[src/rtl/gcd_result_display_pkg.sv]
// Shared constants for the GCD result display: FSM encoding, segment patterns
// and the double-dabble nibble adjust step.
package gcd_disp_pkg;

    typedef enum logic [1:0] {
        IDLE = 2'b00,
        CONV = 2'b01,
        SHOW = 2'b10
    } state_t;

    localparam logic [6:0] SEG_BLANK = 7'b1111111;
    localparam logic [6:0] SEG_DASH  = 7'b0111111;

    // Active-low {g,f,e,d,c,b,a} patterns for digits 0..9
    localparam logic [6:0] SEG_DIGIT [0:9] = '{
        7'b1000000, 7'b1111001, 7'b0100100, 7'b0110000, 7'b0011001,
        7'b0010010, 7'b0000010, 7'b1111000, 7'b0000000, 7'b0010000
    };

    localparam logic [4:0] BCD_ITER = 5'd16;

    // Add 3 to every BCD nibble that is 5 or more, ahead of the next shift
    function automatic logic [19:0] dd_adjust(input logic [19:0] bcd);
        logic [19:0] res;
        res = bcd;
        for (int i = 0; i < 5; i++) begin
            if (bcd[i*4 +: 4] >= 4'd5) begin
                res[i*4 +: 4] = bcd[i*4 +: 4] + 4'd3;
            end
        end
        return res;
    endfunction

endpackage

[src/rtl/gcd_result_display_if.sv]
// Result/display bundle between the GCD engine side and the display block.
interface gcd_result_display_if;
    logic        done;
    logic [15:0] gcd;
    logic        busy;
    logic        valid;
    logic [3:0]  an;
    logic [6:0]  seg;

    modport master (output done, output gcd, input busy, input valid, input an, input seg);
    modport slave  (input done, input gcd, output busy, output valid, output an, output seg);
endinterface

[src/rtl/gcd_result_display_seven_seg_decode.sv]
// Combinational BCD nibble to active-low 7-segment pattern; 10..15 show blank.
module seven_seg_decode
    import gcd_disp_pkg::*;
(
    input  logic [3:0] nibble_i,
    output logic [6:0] seg_o
);

    always_comb begin
        seg_o = SEG_BLANK;
        for (int i = 0; i < 10; i++) begin
            if (nibble_i == 4'(i)) begin
                seg_o = SEG_DIGIT[i];
            end
        end
    end

endmodule

[src/rtl/gcd_result_display.sv]
// Captures a GCD result, converts it to BCD serially and scans it onto a
// 4-digit common-anode display. Optional macro: LEADING_ZERO_BLANK_EN.
module gcd_result_display
    import gcd_disp_pkg::*;
#(
    parameter int REFRESH_DIV = 17
) (
    input logic                clk,
    input logic                rst_n,
    gcd_result_display_if.slave bus
);

    state_t                 state_q;
    logic                   busy_q;
    logic                   valid_q;
    logic                   done_dly_q;
    logic                   shown_q;
    logic [REFRESH_DIV-1:0] scan_q;
    logic [15:0]            bin_q;
    logic [19:0]            bcd_q;
    logic [4:0]             iter_q;
    logic [19:0]            result_q;

    logic        done_rise;
    logic [35:0] shift_d;
    logic [1:0]  digit_idx;
    logic        overflow;
    logic [3:0]  lz_blank;
    logic [6:0]  dig_seg [4];
    logic [3:0]  an_c;
    logic [6:0]  seg_c;

    assign done_rise = bus.done & ~done_dly_q;
    assign shift_d   = {dd_adjust(bcd_q), bin_q} << 1;

    always_ff @(posedge clk) begin
        if (!rst_n) begin
            state_q    <= IDLE;
            busy_q     <= 1'b0;
            valid_q    <= 1'b0;
            done_dly_q <= 1'b0;
            shown_q    <= 1'b0;
            scan_q     <= '0;
            bin_q      <= '0;
            bcd_q      <= '0;
            iter_q     <= '0;
            result_q   <= '0;
        end else begin
            done_dly_q <= bus.done;
            scan_q     <= scan_q + 1'b1;
            // A new result always wins, even in the middle of a conversion
            if (done_rise) begin
                bin_q   <= bus.gcd;
                bcd_q   <= '0;
                iter_q  <= '0;
                state_q <= CONV;
                busy_q  <= 1'b1;
                valid_q <= 1'b0;
            end else begin
                case (state_q)
                    CONV: begin
                        bcd_q  <= shift_d[35:16];
                        bin_q  <= shift_d[15:0];
                        iter_q <= iter_q + 5'd1;
                        if (iter_q == BCD_ITER - 5'd1) begin
                            result_q <= shift_d[35:16];
                            shown_q  <= 1'b1;
                            state_q  <= SHOW;
                            busy_q   <= 1'b0;
                            valid_q  <= 1'b1;
                        end
                    end
                    IDLE, SHOW: ;
                    default: state_q <= IDLE;
                endcase
            end
        end
    end

    assign bus.busy  = busy_q;
    assign bus.valid = valid_q;

    genvar gi;
    generate
        for (gi = 0; gi < 4; gi++) begin : g_digit
            seven_seg_decode u_dec (
                .nibble_i (result_q[gi*4 +: 4]),
                .seg_o    (dig_seg[gi])
            );
        end
    endgenerate

`ifdef LEADING_ZERO_BLANK_EN
    assign lz_blank[3] = (result_q[15:12] == 4'd0);
    assign lz_blank[2] = lz_blank[3] && (result_q[11:8] == 4'd0);
    assign lz_blank[1] = lz_blank[2] && (result_q[7:4] == 4'd0);
    assign lz_blank[0] = 1'b0;
`else
    assign lz_blank = 4'b0000;
`endif

    // Scan field 0..3 walks thousands..units, i.e. an[3] down to an[0]
    assign digit_idx = ~scan_q[REFRESH_DIV-1 -: 2];
    assign overflow  = (result_q[19:16] != 4'd0);

    always_comb begin
        an_c  = 4'b1111;
        seg_c = SEG_BLANK;
        if (shown_q) begin
            if (overflow) begin
                an_c[digit_idx] = 1'b0;
                seg_c           = SEG_DASH;
            end else if (!lz_blank[digit_idx]) begin
                an_c[digit_idx] = 1'b0;
                seg_c           = dig_seg[digit_idx];
            end
        end
    end

    assign bus.an  = an_c;
    assign bus.seg = seg_c;

endmodule

[src/flat_wrapper.sv]
// flat-port wrapper written by rule: the top's interface ports become plain ports
module gcd_result_display_flat import gcd_disp_pkg::*;
#(
    parameter int REFRESH_DIV = 17
)
  (clk, rst_n, bus_done, bus_gcd, bus_busy, bus_valid, bus_an, bus_seg);
  gcd_result_display_if bus_i ();
  input logic clk;
  input logic rst_n;
  input wire logic [$bits(bus_i.done)-1:0] bus_done;
  input wire logic [$bits(bus_i.gcd)-1:0] bus_gcd;
  output wire logic [$bits(bus_i.busy)-1:0] bus_busy;
  output wire logic [$bits(bus_i.valid)-1:0] bus_valid;
  output wire logic [$bits(bus_i.an)-1:0] bus_an;
  output wire logic [$bits(bus_i.seg)-1:0] bus_seg;
  assign bus_i.done = bus_done;
  assign bus_i.gcd = bus_gcd;
  assign bus_busy = bus_i.busy;
  assign bus_valid = bus_i.valid;
  assign bus_an = bus_i.an;
  assign bus_seg = bus_i.seg;
  gcd_result_display #(.REFRESH_DIV(REFRESH_DIV)) u_core (.clk(clk), .rst_n(rst_n), .bus(bus_i));
endmodule
[config.mk]
export PLATFORM = sky130hd
export DESIGN_NAME = gcd_result_display_flat
export DESIGN_NICKNAME = d
export VERILOG_FILES = /design/src/rtl/gcd_result_display_pkg.sv /design/src/rtl/gcd_result_display_if.sv /design/src/rtl/gcd_result_display_seven_seg_decode.sv /design/src/rtl/gcd_result_display.sv /design/src/flat_wrapper.sv
export SDC_FILE = /design/constraint.sdc
export NUM_CORES = 1
export LEC_CHECK = 0
export ABC_AREA = 1
export BUFFER_PORTS_ARGS = -buffer_cell sky130_fd_sc_hd__buf_2
export CORE_AREA = 2 2 101 127
export DETAILED_ROUTE_END_ITERATION = 12
export DIE_AREA = 0 0 103 129
export SETUP_SLACK_MARGIN = 0.3
export SYNTH_ARGS = -nofsm -noshare
export SYNTH_HDL_FRONTEND = slang
export SYNTH_HIERARCHICAL = 1
export SYNTH_SLANG_ARGS = --single-unit
[constraint.sdc]
create_clock -name clk -period 1.64 [get_ports clk]
set_clock_uncertainty 0.2 [all_clocks]
set_input_delay 0.164 -clock clk [delete_from_list [all_inputs] [get_ports clk]]
set_output_delay 0.164 -clock clk [all_outputs]
set_load 0.01 [all_outputs]
* Yosys cells after proc, flatten, opt, wreduce, memory -nomap -nowiden
Cells that the tools add are included.
** Storage, ports and cells
- Flip-flop bits (word level) :: 84
- Input bits :: 19
- Output and inout bits :: 13
- Logic and storage cells :: 158
** Operators by class
- $add $sub $neg :: 7
- $lt $le $gt $ge :: 8
- Equality and inequality tests :: 42
- Muxes and demuxes :: 66
- Bitwise gates (word level) :: 8
- Reduce and logical (&&, ||, !) cells :: 16
** Operator list (count)
- $mux 7 :: 41
- $eq 4x3->1 const B :: 16
- $eq 4x2->1 const B :: 8
- $eq 4x4->1 const B :: 8
- $mux 16 :: 2
- $mux 4 :: 7
- $mux 6 :: 4
- $ge 4x3->1 const B :: 5
- $add 17x1->17 const B :: 1
- $add 4x2->4 const B :: 4
- $eq 4x1->1 const B :: 4
- $logic_not 4->1 :: 4
- $bmux 7 s2 :: 1
- $reduce_and 2->1 :: 4
- $mux 1 :: 6
- $add 5x1->5 const B :: 1
- $eq 5x4->1 const B :: 1
- $ne 2x1->1 const B :: 2
- $not 1->1 :: 4
- $not 4->4 :: 1
- $pmux 2 s2 :: 1
- $reduce_bool 2->1 :: 2
- $reduce_bool 4->1 :: 1
- $reduce_or 2->1 :: 2
- 17 further kinds :: 17

* Depth between registers and ports, before layout
Gate-level depths: netlist of the first run.
- Depth in word-level cells :: 17
- Gate-level depth with buffers :: 11
- Gate-level depth less buffers :: 10

* Cells and area by module
Netlist of the first run, hierarchy kept.
** Modules (own cells, without submodules)
- gcd_result_display :: instances 1, cells each 604, area each 4160.2 um^2, seq. area each 1681.6 um^2
- seven_seg_decode :: instances 4, cells each 31, area each 136.4 um^2, seq. area each 0.0 um^2

* Worst setup path after synthesis of the first run
No wires, ideal clock.
- Path kind :: register -> register
- From :: register u_core.iter_q[0]
- To :: register u_core.result_q[12]
- Setup time :: 0.109 ns
- Arrival :: 1.469 ns
- Required time :: 1.331 ns
- Setup slack :: -0.138 ns
- Cell stages (with the launch flop) :: 11
- Buffers on the path :: 1
- Clock period less this slack :: 1.778 ns
- Cells stage by stage :: dfxtp_1 -> ha_1 -> inv_1 -> nor3_1 -> ha_1 -> nand2_1 -> nor2_4 -> buf_2 -> nand3_1 -> nand2_1 -> inv_1
** On the way
- Longest elaborated chain between the ends :: 2
** RTL lines
- from (decl) :: RTL line gcd_result_display.sv:21 : logic [4:0] iter_q;
- from (signal assigned) :: RTL line gcd_result_display.sv:64 : iter_q <= iter_q + 5'd1;
- $eq 5x4->1 :: RTL line gcd_result_display.sv:65 : if (iter_q == BCD_ITER - 5'd1) begin
- $reduce_and 3->1 (no line)
- to (signal assigned) :: RTL line gcd_result_display.sv:66 : result_q <= shift_d[35:16];
- to (decl) :: RTL line gcd_result_display.sv:22 : logic [19:0] result_q;
No other way between the ends.
A chain may end at the register's enable or synchronous reset.

==> results of run 1 <==
-- worst max-delay path by stage --
stage / end / slack (ps) / cells after the start
floorplan: u_core/result_q[12] / 7 / 10
global placement: u_core/result_q[12] / -60 / 10
detailed placement: u_core/result_q[13] / -90 / 9
CTS: bus_seg[4] / -220 / 6
global route: bus_seg[6] / -350 / 9
finish: bus_seg[0] / -260 / 7
-- layout by cell type, fill, tap and decap left out, types with 19 or more instances in the layout --
cell     instances
nand2_1        123
inv_1           77
a21oi_1         58
nor2_1          50
nand2_2         45
dfxtp_1         42
buf_4           42
buf_2           30
o21ai_2         25
nand3_2         23
dfxtp_2         22
a21oi_2         21
dfxtp_4         20
inv_4           19
inv_2           19
-- critical path, stage by stage, from the launching register on --
cell and delay (ps):
dfxtp_4 380, nor2_4 170, nand2_2 90, nand2_2 80, a21oi_2 30, a22oi_1 200, nand4_1 100, buf_2 150
-- power by group through the flow --
| stage | Combinational, W | Clock (W) | Sequential [W] |
|---|---|---|---|
| 2_1_floorplan | 0.000320 | 0 | 0.00220 |
| 3_3_place_gp | 0.000417 | 0 | 0.00221 |
| 3_5_place_dp | 0.000427 | 0 | 0.00221 |
| 4_1_cts | 0.000576 | 0.00227 | 0.00216 |
| 5_1_grt | 0.000884 | 0.00235 | 0.00218 |
| 6_report | 0.000818 | 0.00223 | 0.00217 |
-- repair_timing --
action | CTS | global route
hold buffers | 18 | 0
resized for setup | 164 | 230
pin swaps | 48 | 95
buffers inserted | 24 | 20
hold endpoints to repair | 19 | 0
setup endpoints to repair | 79 | 88
cloned | 4 | 7
-- metal layers --
layer  global-route usage (%)  vias to the layer above  share of wire [%]
li1                         -                     2570                  -
met1                     22.7                     2392                 41
met2                     34.6                       92                 53
met3                     3.26                       27                2.8
met4                     7.12                        0                2.8
met5                        0                        -                  0
-- cell type report --
class                      instances  area share (%)
clock buffer                      10            3.22
timing repair buffer             122            15.6
multi-input combinational        506            46.3
inverter                         118            6.98
clock inverter                     5            1.15
tap                              164            2.77
sequential                        84            24.1
-- synthesized netlist by cell type (5+ instances only) --
master    instances
nand2_1         174
inv_1           110
dfxtp_1          84
a21oi_1          80
nor2_1           76
o21ai_0          58
nand3_1          33
ha_1             14
nor3_1           12
buf_2            10
nand4_1          10
o211ai_1          9
or2_2             8
inv_2             6
clkbuf_1          5
-- metrics by stage --
stage               setup slack (ps)  cell area (um2)  utilization, %
CTS                             -223             6420            53.3
floorplan                       7.25             4800               -
finish                          -263             7420            61.5
global route                    -353             7420            61.5
global placement               -56.3             5190            43.1
detailed placement             -91.4             5190            43.1
-- cell families after synthesis --
| kind of cell | after synthesis | share of synthesized area, % |
|---|---|---|
| simple gates | 329 | 30.2 |
| flops | 84 | 35.7 |
| compound gates | 159 | 17.9 |
| xor+xnor | 3 | 0.558 |
| buf+inv | 139 | 11.9 |
| fa+ha+maj | 14 | 3.72 |
-- sequential cells by signal, summed over array words and instances (netlist names) --
register           flops
u_core/bcd_q          20
u_core/result_q       20
u_core/scan_q         17
u_core/bin_q          16
u_core/iter_q          5
u_core/state_q         2
u_core/bus.busy        1
u_core/bus.valid       1
u_core/done_dly_q      1
u_core/shown_q         1
==> results.cfg, run 1 <==
[run_status]
run_status = complete, but fails checks
failed_checks = setup timing

[timing]
layout_min_cycle_time_ps = 1900
hold_worst_slack_ps = 71.7
timing_max_transition_violations_final = 0
setup_viol = 28
totalNegativeSetupSlack_ps = -4760
worst_slew_pin_slew_ps = 448
timing.final.ws_setup_ps = -263
period_share_pct = 116
setup_repair_after_global_routing_missed_its_margin = true
max_clock_freq_mhz = 526
timing.max_slew.rel_slack_pct = 70.1
report.final.hold_viol_count = 0

[die]
floorplan.core_area_um2 = 12000
placement_rows = 45
io-pin-count = 32
die_area_um2 = 13300
chipWidth_um = 103
chipHeight_um = 129
floorplan.initialDensity_pct = 39.1

[layout]
number_of_cells_in_the_finished_layout_apart_from_fillers = 1009
antennaDiodeCount = 0
nFillCells = 1032
num-nets-final = 874
flip_flop_and_latch_area_um2 = 1780
drive_above_1_share_pct = 47.6
multi_input_area_um2 = 3430
area_growth_pct = 57.6

[pwr]
power_report.internal_total_w = 0.00385
seq_power_share_pct = 41.6
clock_power_share_pct = 42.7
power_share_of_the_combinational_group_pct = 15.7
vdd.ir_drop.worst_mv = 0.675
netSwitchingFraction_pct = 26.2
sw_pwr_w = 0.00137
power_w = 0.00522
p_leak_nw = 3.25
total_power_divided_by_cell_area_nw_per_um2 = 703

[global_routing]
globalRoute.totalOverflow = 0
grt_max_degree = 36
grt_usage_pct = 19.3
grt_pass1_wl_um = 20800
antenna_found_initial = 0
first_global_vias = 4859

[synth]
synth-main-ff-cell = dfxtp_1
cell_type_with_the_largest_total_area_after_synthesis = dfxtp_1
synthDistinctLibCells = 31
ys_ff_latch = 84
synth_top_cell_area_share_pct = 35.7
edff_count_synth = 0
netlist_top_cells_area = dfxtp_1 36%, nand2_1 14%, inv_1 8.8%
syn_area_per_cell_um2 = 6.46
synth_nets = 761
postSynthCellCount = 728
yosysWarnings = 6
netlist_area_um2 = 4710
synthArstFlopShare_pct = 0
synth_sequential_area_ratio_pct = 35.7

[worst_setup_path]
start_kind = flip-flop
cp_data_required_time_ps = 1280
endpoint_kind = output pin
worst-r2r-setup-slack_ps = -260
worstReg2RegEnd = u_core/result_q[19]
critical_path.max_fanout = 6
worst_r2r_startpoint = u_core/iter_q[0]
ff2ff_path_depth = 11
critPathLaunch = u_core/result_q[14]
arrival_time_worst_endpoint_ps = 1540
worst-setup-path-type = reg -> out

[placed_design]
hpwl_um = 7910
numPlacedInstances = 921
gp_routability_congestion = 0.841
placement.io_buffers = 31

[min_path]
worst_hold_path.num_cells = 5
holdCritStartpoint = rst_n
min-delay-path-class = in -> reg
hold_end = u_core/state_q[1]

[route]
route.antenna.remaining_nets = 0
detail_route.vias_per_cell = 5.04
detailedRoute.firstIterationViolations = 302
drt-total-wl_um = 14200
dr_total_vias = 5081
wire_length_per_cell_um = 14.0
post-route-drc-count = 0
drtPass1Iterations = 4

[clock_tree]
cts_max_path_buffers = 2
tritoncts_clock_tree = done
cts_inserted_buffers = 9
clk-insertion-delay-late_ps = 340
htree_num_levels = 3
ctsRootBufferMaster = clkbuf_16
clk_pin_slew_ps = 70
clock-sinks = 84

[job]
drv_cap = 0
No activity file was read; power rests on OpenSTA's default activity.
==> run 2: changes to the inputs <==
clock period = 1.95 ns   (was 1.64 ns; I/O delays follow)
==> run 2 against run 1 <==
  * The run now ends clean
  * First-iteration DRC count is 31% lower
  * Non-clock buffer count fell by 47
  * Via count shrank 6.3%
  * Utilization down 10 points
  * Critical endpoint is now bus_seg[6]
  * Largest cell class unchanged
==> results.cfg, run 2 (synthesis gave the netlist of run 1 again) <==
[worst_setup_path]
arrival_time_worst_endpoint_ps = 1500
critical_path.max_fanout = 6
worstReg2RegEnd = u_core/result_q[15]
ff2ff_path_depth = 10
start_kind = flip-flop
worst_r2r_startpoint = u_core/iter_q[1]
worst-setup-path-type = reg -> out
worst-r2r-setup-slack_ps = 70
endpoint_kind = output pin
cp_data_required_time_ps = 1550

[clock_tree]
clk-insertion-delay-late_ps = 330
clock-sinks = 84
cts_max_path_buffers = 2
tritoncts_clock_tree = done
clk_pin_slew_ps = 60
cts_inserted_buffers = 9
ctsRootBufferMaster = clkbuf_16
htree_num_levels = 3

[pwr]
p_leak_nw = 2.77
clock_power_share_pct = 45.9
total_power_divided_by_cell_area_nw_per_um2 = 659
netSwitchingFraction_pct = 24.3
power_share_of_the_combinational_group_pct = 9.7
power_report.internal_total_w = 0.00307
seq_power_share_pct = 44.4
sw_pwr_w = 0.000989
vdd.ir_drop.worst_mv = 0.396

[die]
placement_rows = 45
die_area_um2 = 13300
io-pin-count = 32
chipHeight_um = 129
floorplan.core_area_um2 = 12000
floorplan.initialDensity_pct = 39.1
chipWidth_um = 103

[min_path]
min-delay-path-class = in -> reg
holdCritStartpoint = bus_gcd[9]
hold_end = u_core/bin_q[9]
worst_hold_path.num_cells = 4

[route]
drtPass1Iterations = 4
maxUsedRoutingLayer = met4
wire_length_per_cell_um = 12.5
detailedRoute.firstIterationViolations = 207
met2WireLength_um = 6120
dr_wl_met3_um = 280
dr_total_vias = 4761
drt-total-wl_um = 12000
drt-met1-wl_um = 5410
post-route-drc-count = 0
detail_route.vias_per_cell = 4.95
route.antenna.remaining_nets = 0

[timing]
max_clock_freq_mhz = 527
period_share_pct = 97.3
worst_slew_pin_slew_ps = 488
totalNegativeSetupSlack_ps = 0
report.final.hold_viol_count = 0
setup_viol = 0
timing_max_transition_violations_final = 0
hold_worst_slack_ps = 12.1
timing.max_slew.rel_slack_pct = 67.5
setup_repair_after_global_routing_missed_its_margin = true
layout_min_cycle_time_ps = 1900

[global_routing]
grt_pass1_wl_um = 19600
grt_max_degree = 36
first_global_vias = 4456
antenna_found_initial = 0
globalRoute.totalOverflow = 0
grt_usage_pct = 18.3

[layout]
fin_util_pct = 51.2
number_of_cells_in_the_finished_layout_apart_from_fillers = 962
nFillCells = 1214
area_growth_pct = 31.1
final_design_area_no_fill_um2 = 6170
largestRegisters = u_core/bcd_q: 20 flops, u_core/result_q: 20 flops, u_core/scan_q: 17 flops
drive_above_1_share_pct = 27.6
antennaDiodeCount = 0
layout_common_cells = 164 x nand2_1, 91 x inv_1, 71 x a21oi_1
num-nets-final = 826
mostFrequentLayoutCell = nand2_1

[placed_design]
numPlacedInstances = 914
gp_routability_congestion = 0.888
post_dp_cell_area_um2 = 5080
hpwl_um = 7840
placement.io_buffers = 31

[run_status]
run_status = complete, no violations

[job]
drv_cap = 0
[run 2: timing repair]
item / in CTS / in global routing
cloned: 3 / 0
resized for setup: 92 / 79
hold buffers: 12 / 0
pin swaps: 21 / 27
buffers inserted: 11 / 6
endpoints found under the hold margin: 12 / 0
endpoints found under the setup margin: 41 / 45
[run 2: per-layer routing]
| layer | track usage [%] | vias up |
|---|---|---|
| met4 | 6.19 | 0 |
| met1 | 22.8 | 2206 |
| met2 | 31.9 | 72 |
| li1 | - | 2470 |
| met3 | 2.82 | 13 |
| met5 | 0 | - |
[run 2: final cells by class]
cell class / count / area [um2] / share of cell area [%]
multi-input combinational: 505 / 2800 / 45.3
sequential: 84 / 1750 / 28.4
timing repair buffer: 75 / 626 / 10.1
inverter: 118 / 458 / 7.42
clock buffer: 10 / 239 / 3.87
tap: 164 / 205 / 3.33
clock inverter: 6 / 93.8 / 1.52
[run 2: worst max-delay path by stage]
stage                              from                  to  slack (ps)  cells past startpoint
finish               u_core/result_q[2]          bus_seg[6]          50                      9
global route        u_core/result_q[13]          bus_seg[6]         -60                      9
CTS                 u_core/result_q[14]          bus_seg[0]          60                      8
detailed placement     u_core/iter_q[0]  u_core/result_q[9]         140                      9
global placement       u_core/iter_q[0]  u_core/result_q[8]         220                     10
floorplan              u_core/iter_q[0]  u_core/result_q[0]         310                     10
[run 2: worst max-delay path, stage by stage (launching register included)]
cell     delay [ps]
dfxtp_4         370
nor2_4          140
nand2_2          90
inv_2            70
nor2_1           40
nand2_1          60
nand4_1          90
nand3_1          90
nand2_1          60
buf_2           140
[run 2: per-stage QoR]
stage,setup WS [ps],power [W]
floorplan,312,0.00211
global placement,216,0.00219
detailed placement,135,0.00220
CTS,63.9,0.00409
global route,-64.3,0.00423
finish,53.2,0.00406
[run 2: power by group through the flow]
stage               clock [W]  sequential (W)  combinational, W
finish                0.00187         0.00180          0.000394
global route          0.00198         0.00181          0.000447
CTS                   0.00191         0.00181          0.000373
detailed placement          0         0.00186          0.000346
global placement            0         0.00186          0.000337
floorplan                   0         0.00185          0.000263
==> run 3: changes to the inputs <==
--- a/constraint.sdc
+++ b/constraint.sdc
@@ -4,2 +4,2 @@
 set_output_delay 0.195 -clock clk [all_outputs]
-set_load 0.01 [all_outputs]
+set_load 0.1 [all_outputs]
==> run 3 against run 2 <==
  * The run now ends with setup timing left
  * Non-clock buffer count decreased by 2
  * Flip-flop and latch count did not move
  * First-iteration DRC count down 8.7%
  * Register-to-register slack got worse by 70 ps
  * Clock power is 9% lower
  * Critical path depth unchanged
  * Via count grew 1.2%
  * Largest cell class unchanged
  * Routed wire length is 5.2% higher
  * Critical path type unchanged
  * Final cell count fell by 0.21%
  * Utilization is 2.4 points higher
  * Global-route usage grew 0.51 points
==> results.cfg, run 3 (synthesis gave the netlist of run 1 again) <==
[route]
detailedRoute.firstIterationViolations = 189
drt-total-wl_um = 12600
wire_length_per_cell_um = 13.1
dr_total_vias = 4820
post-route-drc-count = 0
route.antenna.remaining_nets = 0
detail_route.vias_per_cell = 5.02
drtPass1Iterations = 5

[timing]
worst_slew_pin_slew_ps = 494
layout_min_cycle_time_ps = 2020
hold_worst_slack_ps = 11.8
totalNegativeSetupSlack_ps = -250
setup_viol = 6
timing.max_slew.rel_slack_pct = 67.3
timing.final.ws_setup_ps = -69.1
timing_max_transition_violations_final = 0
max_clock_freq_mhz = 495
report.final.hold_viol_count = 0
setup_repair_after_global_routing_missed_its_margin = true
period_share_pct = 104

[worst_setup_path]
ff2ff_path_depth = 11
endpoint_kind = output pin
start_kind = flip-flop
arrival_time_worst_endpoint_ps = 1620
worst-setup-path-type = reg -> out
cp_data_required_time_ps = 1550
worst_r2r_startpoint = u_core/iter_q[0]
worst-r2r-setup-slack_ps = 0
critical_path.max_fanout = 6
worstReg2RegEnd = u_core/result_q[14]

[min_path]
hold_end = u_core/bin_q[11]
min-delay-path-class = in -> reg
worst_hold_path.num_cells = 4
holdCritStartpoint = bus_gcd[11]

[layout]
layout_common_cells = 157 x nand2_1, 90 x inv_1, 62 x a21oi_1, 62 x dfxtp_1, 59 x nor2_1
area_growth_pct = 37.2
drive_above_1_share_pct = 30.2
multi_input_area_um2 = 2900
flip_flop_and_latch_area_um2 = 1750
largestRegisters = u_core/bcd_q: 20 flops, u_core/result_q: 20 flops, u_core/scan_q: 17 flops
mostFrequentLayoutCell = nand2_1
antennaDiodeCount = 0
final_design_area_no_fill_um2 = 6460
num-nets-final = 824
nFillCells = 1181

[pwr]
clock_power_share_pct = 43.7
total_power_divided_by_cell_area_nw_per_um2 = 607
power_share_of_the_combinational_group_pct = 10.4
netSwitchingFraction_pct = 25.9
sw_pwr_w = 0.00101
power_w = 0.00392
vdd.ir_drop.worst_mv = 0.361
seq_power_share_pct = 45.9
p_leak_nw = 2.90
power_report.internal_total_w = 0.00291

[clock_tree]
htree_num_levels = 3
ctsRootBufferMaster = clkbuf_16
clk-insertion-delay-late_ps = 330
clk_pin_slew_ps = 60
tritoncts_clock_tree = done
clock-sinks = 84
cts_inserted_buffers = 9
cts_max_path_buffers = 2

[placed_design]
detailedPlace.worstSlack_ps = 119
hpwl_um = 7910
post_dp_cell_area_um2 = 5210
placement.io_buffers = 31
gp_routability_congestion = 0.890

[global_routing]
first_global_vias = 4711
grt_pass1_wl_um = 20300
grt_max_degree = 36
grt_usage_pct = 18.8
antenna_found_initial = 0
globalRoute.totalOverflow = 0

[die]
floorplan.initialDensity_pct = 39.1
chipWidth_um = 103
io-pin-count = 32
placement_rows = 45
chipHeight_um = 129
floorplan.core_area_um2 = 12000
die_area_um2 = 13300

[job]
drv_cap = 0

[run_status]
failed_checks = setup timing
run_status = complete, but fails checks
==> run 3: changes by cell type in the layout (fill, tap and decap cells not counted), sizes merged <==
| cell | before | now |
|---|---|---|
| inv | 120 | 119 |
| dlygate4sd3 | 12 | 10 |
| clkinv | 1 | 5 |
| clkinvlp | 1 | 0 |
| bufinv | 2 | 1 |
| buf | 63 | 62 |
==> run 3: per-stage QoR <==
stage                     utilization [%]  cells
after floorplan                         -    728
after global placement               43.2    910
after detailed placement             43.2    910
after CTS                            50.2    951
after global routing                 53.6    960
final                                53.6    960
==> run 3: critical path, cell delays in order, from the launching register on <==
cell	delay, ps
dfxtp_4	410
nand3_2	100
nand2_2	100
nor2_2	40
nor2_1	120
nand2_1	70
nand4_1	110
nand3_2	100
nand2_4	90
buf_12	170
==> run 3: per-layer routing <==
layer | track usage (%) | part of all wire, % | routed length (um)
met1 | 22.0 | 43 | 5400
met2 | 33.0 | 52 | 6500
met3 | 3.26 | 3.0 | 379
met4 | 8.75 | 2.7 | 337
met5 | 0 | 0 | 0
==> run 3: power groups by stage <==
stage | clock network (W) | registers (W) | logic [W]
5_1_grt | 0.00183 | 0.00181 | 0.000461
4_1_cts | 0.00176 | 0.00181 | 0.000381
3_3_place_gp | 0 | 0.00185 | 0.000347
6_report | 0.00171 | 0.00180 | 0.000408
3_5_place_dp | 0 | 0.00185 | 0.000355
2_1_floorplan | 0 | 0.00185 | 0.000263
==> run 3: final cells by class <==
type,instances,area share [%]
Tap cell,164,3.18
Timing Repair Buffer,73,12.9
Multi-Input combinational cell,505,44.8
Sequential cell,84,27.1
Clock inverter,7,1.14
Clock buffer,9,3.49
Inverter,118,7.33
==> run 3: worst max path at each step <==
stage | start | endpoint | slack [ps] | depth (start not counted)
finish | u_core/result_q[14] | bus_seg[6] | -70 | 9
global route | u_core/result_q[14] | bus_seg[6] | -160 | 9
CTS | u_core/result_q[14] | bus_seg[0] | -60 | 7
detailed placement | u_core/iter_q[0] | u_core/result_q[5] | 120 | 9
global placement | u_core/scan_q[15] | bus_seg[6] | 170 | 7
floorplan | u_core/result_q[14] | bus_seg[0] | -160 | 7
==> run 3: timing repair <==
action,4_1_cts,5_1_grt
gates cloned,6,1
buffers inserted,9,8
setup endpoints to repair,44,47
pin swaps,16,29
resized for setup,90,95
hold buffers,10,0
hold endpoints to repair,10,0
